$ cat config.mk
export PLATFORM = sky130hd
export DESIGN_NAME = aes_byte_seq
export DESIGN_NICKNAME = d
export VERILOG_FILES = /design/src/rtl/aes_byte_seq.sv
export SDC_FILE = /design/constraint.sdc
export NUM_CORES = 1
export LEC_CHECK = 0
export CAP_MARGIN = 20
export CORE_MARGIN = 1.5
export CORE_UTILIZATION = 47
export CTS_CLUSTER_SIZE = 28
export DETAILED_ROUTE_END_ITERATION = 10
export HOLD_SLACK_MARGIN = 0.03
export PLACE_DENSITY = 0.85
export SETUP_SLACK_MARGIN = 0.15
export SLEW_MARGIN = 20
export SYNTH_ARGS = -nofsm -noshare
export SYNTH_HDL_FRONTEND = slang
export SYNTH_SLANG_ARGS = --single-unit
export TNS_END_PERCENT = 20
$ cat constraint.sdc
create_clock -name clk -period 2.85 [get_ports clk]
set_clock_uncertainty 0.1 [all_clocks]
set_input_delay 0.57 -clock clk [delete_from_list [all_inputs] [get_ports clk]]
set_output_delay 0.57 -clock clk [all_outputs]
set_load 0.02 [all_outputs]
$ cat src/rtl/aes_byte_seq.sv
// aes_byte_seq: byte-stream front end for the byte-serial AES core aestop.
// Turns a command + valid/ready byte stream into loadkey/load_shift/staenc/
// stadec/din sequencing, then unloads the 16-byte result through a
// valid/ready output register with back-pressure.
// Optional: define AES_KEY_CHK_EN to add the err output and key-loaded check.
module aes_byte_seq #(
  parameter int unsigned CORE_LAT  = 13,
  parameter int unsigned BLK_BYTES = 16
) (
  input  logic       clk,
  input  logic       rst,
  input  logic       cmd_valid,
  input  logic [1:0] cmd_op,
  output logic       cmd_ready,
  input  logic       in_valid,
  input  logic [7:0] in_data,
  output logic       in_ready,
  output logic       out_valid,
  output logic [7:0] out_data,
  input  logic       out_ready,
  output logic       busy,
  output logic       aes_loadkey,
  output logic       aes_load_shift,
  output logic       aes_staenc,
  output logic       aes_stadec,
  output logic [7:0] aes_din,
  input  logic [7:0] aes_dout
`ifdef AES_KEY_CHK_EN
  ,
  output logic       err
`endif
);

  localparam int unsigned CNT_W  = $clog2(BLK_BYTES);
  localparam int unsigned WAIT_W = $clog2(CORE_LAT + 1);
  localparam logic [CNT_W-1:0]  LAST_BYTE = CNT_W'(BLK_BYTES - 1);
  localparam logic [WAIT_W-1:0] LAST_WAIT = WAIT_W'(CORE_LAT - 1);

  typedef enum logic [2:0] {
    S_IDLE,
    S_LOAD_KEY,
    S_LOAD_DATA,
    S_START,
    S_WAIT,
    S_UNLOAD
  } state_t;

  typedef enum logic [1:0] {
    OP_KEY  = 2'b00,
    OP_ENC  = 2'b01,
    OP_DEC  = 2'b10,
    OP_RSVD = 2'b11
  } op_t;

  state_t            state_q, state_d;
  op_t               op_q, op_d;
  logic [CNT_W-1:0]  byte_cnt_q, byte_cnt_d;
  logic [WAIT_W-1:0] wait_cnt_q, wait_cnt_d;
  logic              out_valid_q, out_valid_d;
  logic [7:0]        out_data_q, out_data_d;
`ifdef AES_KEY_CHK_EN
  logic              key_loaded_q, key_loaded_d;
  logic              err_q, err_d;
`endif

  assign cmd_ready = (state_q == S_IDLE);
  assign busy      = (state_q != S_IDLE);
  assign out_valid = out_valid_q;
  assign out_data  = out_data_q;
`ifdef AES_KEY_CHK_EN
  assign err       = err_q;
`endif

  // Next-state, core strobes and out-register control.
  always_comb begin
    state_d        = state_q;
    op_d           = op_q;
    byte_cnt_d     = byte_cnt_q;
    wait_cnt_d     = wait_cnt_q;
    out_valid_d    = out_valid_q;
    out_data_d     = out_data_q;
    in_ready       = 1'b0;
    aes_loadkey    = 1'b0;
    aes_load_shift = 1'b0;
    aes_staenc     = 1'b0;
    aes_stadec     = 1'b0;
    aes_din        = '0;
`ifdef AES_KEY_CHK_EN
    key_loaded_d   = key_loaded_q;
    err_d          = 1'b0;
`endif

    // Drain runs in every state; a capture in UNLOAD below overrides it.
    if (out_valid_q && out_ready) begin
      out_valid_d = 1'b0;
    end

    case (state_q)
      S_IDLE: begin
        if (cmd_valid) begin
          op_d       = op_t'(cmd_op);
          byte_cnt_d = '0;
          case (op_t'(cmd_op))
            OP_KEY: state_d = S_LOAD_KEY;
            OP_ENC, OP_DEC: begin
`ifdef AES_KEY_CHK_EN
              if (!key_loaded_q) begin
                err_d = 1'b1;
              end else begin
                state_d = S_LOAD_DATA;
              end
`else
              state_d = S_LOAD_DATA;
`endif
            end
            default: begin
`ifdef AES_KEY_CHK_EN
              err_d = 1'b1;
`endif
            end
          endcase
        end
      end

      S_LOAD_KEY, S_LOAD_DATA: begin
        in_ready = 1'b1;
        if (in_valid) begin
          aes_din = in_data;
          if (state_q == S_LOAD_KEY) begin
            aes_loadkey = 1'b1;
          end else begin
            aes_load_shift = 1'b1;
          end
          byte_cnt_d = byte_cnt_q + 1'b1;
          if (byte_cnt_q == LAST_BYTE) begin
            byte_cnt_d = '0;
            if (state_q == S_LOAD_KEY) begin
              state_d = S_IDLE;
`ifdef AES_KEY_CHK_EN
              key_loaded_d = 1'b1;
`endif
            end else begin
              state_d = S_START;
            end
          end
        end
      end

      S_START: begin
        aes_staenc = (op_q == OP_ENC);
        aes_stadec = (op_q == OP_DEC);
        wait_cnt_d = '0;
        state_d    = S_WAIT;
      end

      S_WAIT: begin
        if (wait_cnt_q == LAST_WAIT) begin
          byte_cnt_d = '0;
          state_d    = S_UNLOAD;
        end else begin
          wait_cnt_d = wait_cnt_q + 1'b1;
        end
      end

      S_UNLOAD: begin
        // Core only advances when the captured byte has somewhere to go.
        if (!out_valid_q || out_ready) begin
          out_data_d     = aes_dout;
          out_valid_d    = 1'b1;
          aes_load_shift = 1'b1;
          byte_cnt_d     = byte_cnt_q + 1'b1;
          if (byte_cnt_q == LAST_BYTE) begin
            byte_cnt_d = '0;
            state_d    = S_IDLE;
          end
        end
      end

      default: state_d = S_IDLE;
    endcase
  end

  // State and out register, synchronous reset.
  always_ff @(posedge clk) begin
    if (rst) begin
      state_q      <= S_IDLE;
      op_q         <= OP_KEY;
      byte_cnt_q   <= '0;
      wait_cnt_q   <= '0;
      out_valid_q  <= 1'b0;
      out_data_q   <= '0;
`ifdef AES_KEY_CHK_EN
      key_loaded_q <= 1'b0;
      err_q        <= 1'b0;
`endif
    end else begin
      state_q      <= state_d;
      op_q         <= op_d;
      byte_cnt_q   <= byte_cnt_d;
      wait_cnt_q   <= wait_cnt_d;
      out_valid_q  <= out_valid_d;
      out_data_q   <= out_data_d;
`ifdef AES_KEY_CHK_EN
      key_loaded_q <= key_loaded_d;
      err_q        <= err_d;
`endif
    end
  end

endmodule

==> results of run 1 <==
## cell usage in the layout (no fill, tap or decap), drive strengths merged, types with 2 or more instances in the layout
master	instances
mux2i	10
o41ai	3
nand4	3
nor2	12
clkdlybuf4s50	45
nor4b	2
a211oi	3
o31ai	4
ha	4
a21boi	2
nor2b	3
or3	3
and3	10
nand3	5
clkbuf	3
inv	9
nand2	8
buf	7
dfxtp	22
nand3b	2
a21oi	12
nand2b	3
nor3b	4
o21ai	4
## final timing paths
| kind | startpoint | endpoint | slack [ps] |
|---|---|---|---|
| min | op_q[1] | op_q[1] | 390 |
| max | in_valid | aes_din[6] | 190 |
| max reg2reg | state_q[2] | wait_cnt_q[3] | 910 |
| min reg2reg | op_q[1] | op_q[1] | 390 |
## power groups by stage
stage	sequential [mW]	combinational [mW]	clock [mW]
3_5_place_dp	0.361	0.353	0
3_3_place_gp	0.358	0.347	0
5_1_grt	0.361	0.398	0.255
6_report	0.357	0.369	0.239
4_1_cts	0.355	0.361	0.246
2_1_floorplan	0.343	0.229	0
## layer usage
metal	vias up	routed length (µm)	part of all wire (%)
met3	7	263	8.1
met1	599	1320	40
met2	46	1630	50
met5	-	0	0
li1	636	-	-
met4	0	42	1.3
## stage by stage
step | instance area, µm² | util (%) | power [mW] | hold slack [ps]
detailed placement | 1750 | 70.5 | 0.714 | 370
floorplan | 1230 | - | 0.571 | 342
global route | 1820 | 73.3 | 1.01 | 417
CTS | 1810 | 72.9 | 0.962 | 389
finish | 1820 | 73.3 | 0.965 | 390
global placement | 1750 | 70.5 | 0.705 | 357
## worst register-to-register path, stage by stage, from the launching register on
cell and delay, ps:
dfxtp_2 510, nor3b_1 480, a21boi_1 260, or3_1 400, a21oi_1 140
## sequential cells by signal, indices dropped and copies added, names as in the netlist
register    flops
byte_cnt_q      4
op_q            2
out_data        8
out_valid       1
state_q         3
wait_cnt_q      4
## cell families after synthesis
group | after synthesis | synth area share [%]
adder cells (fa/ha/maj) | 4 | 4.05
multiplexers | 11 | 9.02
buffers and inverters | 18 | 5.88
AND/OR/NAND/NOR | 59 | 26.4
AO/OA/AOI/OAI | 35 | 18.9
flip-flops | 22 | 35.7
## area by class of cell
cell class,count,area [µm²]
fillers,196,661
clock inverters,1,30.0
repair buffers,53,515
flip-flops and latches,22,444
inverters,9,33.8
clock buffers,3,22.5
multi-input cells,109,733
well taps,30,37.5
## what timing repair did
item | CTS | global route
resized for setup | 4 | 2
setup endpoints to repair | 13 | 9
endpoints found under the hold margin | 0 | 0
==> results.json, run 1 <==
{
  "status": "finished clean",
  "cts_tree": "yes",
  "fin_crit_sh_pct": 93.4,
  "clk_pin_slew_ps": 130,
  "gp_congestion": 0.776,
  "slew_violations": 0,
  "worstHoldPathCells": 2,
  "seqPwrFrac_pct": 36.9,
  "root_buffer": "clkbuf_4",
  "cp_top_family": "buffers and inverters",
  "synthTopCellsByArea": "dfxtp_1, mux2i_1, and3_1",
  "cp-end-kind": "primary output",
  "dp_cells": 223,
  "synth.distinct_cells": 36,
  "worst-path-max-fanout": 8,
  "critPathMaxStageDelay_ps": 610,
  "maxCapViolations": 0,
  "cp_num_buf_inv": 3,
  "die_w_um": 54.3,
  "cp-start-kind": "input port",
  "synth-edff-count": 0,
  "grt_start_max_net_pins": 15,
  "dp_hpwl_um": 2470,
  "hp-class": "register to register",
  "fin_ws_ps": 188,
  "die_y_um": 54.3,
  "synthArstFlopShare_pct": 0,
  "dp_slack_ps": 155,
  "vias_per_cell": 5.67,
  "antenna_found_initial": 0,
  "area_growth_pct": 47.1,
  "postSynthCellCount": 149,
  "critPathSlowestCell": "clkdlybuf4s50_1",
  "start_util_pct": 49.8,
  "use_met2_pct": 40.2,
  "drt-pass1-iter-count": 4,
  "setup_viol": 0,
  "internal_power_mw": 0.647,
  "cts_buffers": 3,
  "layout-drive-gt1-share_pct": 7.61,
  "syn_area_um2": 1230,
  "power.leakage_nw": 0.710,
  "criticalPathCategory": "input port to primary output",
  "yosysTopAreaCell": "dfxtp_1",
  "ios": 47,
  "yosysMostFrequentCell": "dfxtp_1",
  "cts.sinks": 22,
  "cp_cell_sequence": "clkdlybuf4s50_1, buf_4, and3_1, clkdlybuf4s50_1",
  "cp.depth": 4,
  "grt_pass1_wl_um": 4890,
  "tns_ps": 0,
  "synth_commonest_cells": "dfxtp_1, a21oi_1, nor2_1",
  "combPwrFrac_pct": 38.2,
  "antenna-diode-count": 0,
  "rsz0062_at_grt": "yes",
  "drc": 0,
  "crit_path_frequent_cell": "clkdlybuf4s50_1",
  "routed_wl_um": 3250,
  "synth_fp_nets": 176,
  "synth_ff_type": "dfxtp_1",
  "gr-total-overflow": 0,
  "post_cts_buffers": 0,
  "drt_iter0_markers": 26,
  "clkPwrFrac_pct": 24.8,
  "syn_area_per_cell_um2": 8.29,
  "grt.busiest_layer": "met2",
  "portBuffers": 46,
  "worst_skew_pair.late_latency_ps": 310,
  "power_density_nw_per_um2": 531,
  "die_area_um2": 2940,
  "routedWlPerCell_um": 14.3,
  "vias": 1288,
  "relSlewSlack_pct": 66.9,
  "postCtsHoldBufs": 0,
  "layoutNonFillerInstCount": 227,
  "synth_warnings": 0,
  "use_met3_pct": 5.46,
  "grt.total_usage_pct": 22.9,
  "h-tree-depth": 1,
  "worstRegToRegCells": 4,
  "fin_crit_ps": 2660,
  "synth_top_area_share_pct": 35.7,
  "ys_seq_area_share_pct": 35.7,
  "fmax_mhz": 376,
  "p_sw_share_pct": 32.9,
  "grt_pass1_vias": 1134,
  "critical_path_arrival_ps": 1990,
  "required_ps": 2180,
  "power.switching_mw": 0.318,
  "synth_seq_cells": 22,
  "rows": 18,
  "fin_nets": 225,
  "ir_drop_mv": 0.421,
  "gr-usage-met1_pct": 27.6,
  "cts_buffer_depth": 2,
  "ant_nets": 0,
  "worstMarginPinSlew_ps": 495,
  "hold_viol": 0,
  "core_um2": 2480
}
(Power assumes the default switching activity.)
==> run 2: changes to the inputs <==
--- a/config.mk
+++ b/config.mk
@@ -6,12 +6,14 @@
 export NUM_CORES = 1
 export LEC_CHECK = 0
 export CAP_MARGIN = 20
+export CELL_PAD_IN_SITES_DETAIL_PLACEMENT = 1
+export CELL_PAD_IN_SITES_GLOBAL_PLACEMENT = 2
 export CORE_MARGIN = 1.5
-export CORE_UTILIZATION = 47
+export CORE_UTILIZATION = 26
 export CTS_CLUSTER_SIZE = 28
 export DETAILED_ROUTE_END_ITERATION = 10
 export HOLD_SLACK_MARGIN = 0.03
-export PLACE_DENSITY = 0.85
+export PLACE_DENSITY_LB_ADDON = 0.1
 export SETUP_SLACK_MARGIN = 0.15
 export SLEW_MARGIN = 20
 export SYNTH_ARGS = -nofsm -noshare
==> results.json, run 2 (same netlist as run 1, synthesis figures left out) <==
{
  "hold_viol": 0,
  "portBuffers": 46,
  "cts_buffer_depth": 2,
  "rsz0062_at_grt": "yes",
  "vias_per_cell": 5.18,
  "final-seq-area_um2": 443,
  "drt_iter0_markers": 29,
  "fin_crit_ps": 2730,
  "layout-drive-gt1-share_pct": 7.61,
  "cp-end-kind": "primary output",
  "critical_path_arrival_ps": 2060,
  "postCtsHoldBufs": 0,
  "cts_buffers": 3,
  "gp_congestion": 0.732,
  "grt_start_max_net_pins": 15,
  "final_common_cell": "clkdlybuf4s50_1",
  "ir_drop_mv": 0.158,
  "drt-pass1-iter-count": 4,
  "rrSetupSlack_ps": 930,
  "relSlewSlack_pct": 65.4,
  "die_y_um": 71.9,
  "die_area_um2": 5170,
  "drc": 0,
  "layout_common_cells": "clkdlybuf4s50_1, dfxtp_1, nor2_1",
  "fmax_mhz": 366,
  "root_buffer": "clkbuf_8",
  "cp-start-kind": "input port",
  "rows": 24,
  "required_ps": 2180,
  "grt_pass1_vias": 1299,
  "ios": 47,
  "routed_wl_um": 3530,
  "worstSetupEndpoint": "aes_load_shift",
  "cts_tree": "yes",
  "slew_violations": 0,
  "hp-class": "register to register",
  "largest_reg_flops": 8,
  "worstMarginPinSlew_ps": 515,
  "power.leakage_nw": 0.697,
  "grt_pass1_wl_um": 5910,
  "dp_slack_ps": 61.6,
  "h-tree-depth": 1,
  "worstRegToRegCells": 5,
  "dp_hpwl_um": 2770,
  "worst-path-max-fanout": 2,
  "grt.total_usage_pct": 14.3,
  "cts.sinks": 22,
  "die_w_um": 71.9,
  "area_growth_pct": 49.3,
  "start_util_pct": 27.6,
  "fin_ws_ps": 118,
  "worst_skew_pair.late_latency_ps": 270,
  "fin_crit_sh_pct": 95.9,
  "antenna_found_initial": 0,
  "fillers": 527,
  "tns_ps": 0,
  "multi_input_area_um2": 736,
  "status": "finished clean",
  "routedWlPerCell_um": 14.2,
  "ant_nets": 0,
  "maxCapViolations": 0,
  "fin_nets": 225,
  "utilization_pct": 41.2,
  "setup_viol": 0,
  "r2r-end": "state_q[1]",
  "criticalPathCategory": "input port to primary output",
  "gr-total-overflow": 0,
  "antenna-diode-count": 0,
  "r2r_start": "state_q[1]",
  "core_um2": 4470,
  "crit_path_start": "out_ready",
  "vias": 1291,
  "power_density_nw_per_um2": 520,
  "clk_pin_slew_ps": 80
}
-- run 2: timing repair --
action / in CTS / in global routing
setup endpoints to repair: 12 / 14
gates resized for setup: 3 / 3
hold endpoints to repair: 0 / 0
buffers inserted: 0 / 0
-- run 2: metrics by stage --
step                      power, mW  instance area, µm²  cells  hold WS, ps
after floorplan               0.571                1230    149          342
after global placement        0.720                1770    245          358
after detailed placement      0.728                1770    245          377
after CTS                     0.961                1830    249          387
after global routing           1.02                1840    249          425
final                         0.958                1840    249          388
-- run 2: worst min path at each step --
stage	start	endpoint	slack, ps	cells after the start
floorplan	byte_cnt_q[2]	byte_cnt_q[2]	340	1
global placement	op_q[0]	op_q[0]	360	2
detailed placement	byte_cnt_q[2]	byte_cnt_q[2]	380	1
CTS	byte_cnt_q[2]	byte_cnt_q[2]	390	1
global route	byte_cnt_q[1]	byte_cnt_q[1]	420	2
finish	byte_cnt_q[2]	byte_cnt_q[2]	390	1
-- run 2: final cells by class --
class | count | area share (%)
Clock buffer | 4 | 2.99
Inverter | 9 | 1.83
Multi-Input combinational cell | 109 | 39.9
Sequential cell | 22 | 24.0
Tap cell | 52 | 3.53
Timing Repair Buffer | 53 | 27.7
-- run 2: where the power goes --
group | switching, mW | total [mW] | internal [mW]
Combinational | 0.200 | 0.382 | 0.182
Sequential | 0.0243 | 0.350 | 0.325
Clock | 0.103 | 0.227 | 0.123
-- run 2: routing by layer --
layer  vias to the layer above  track usage, %  share of wire (%)
met1                       595            17.9                 47
met4                         0            3.77                1.2
met3                         4            3.33                7.6
li1                        636               -                  -
met5                         -               0                  0
met2                        56            24.7                 44
-- run 2: worst max-delay path: stages --
cell and delay [ps]:
clkdlybuf4s50_1 450, nand2b_1 110, nor2b_2 200, a31o_1 130
clkdlybuf4s50_1 600
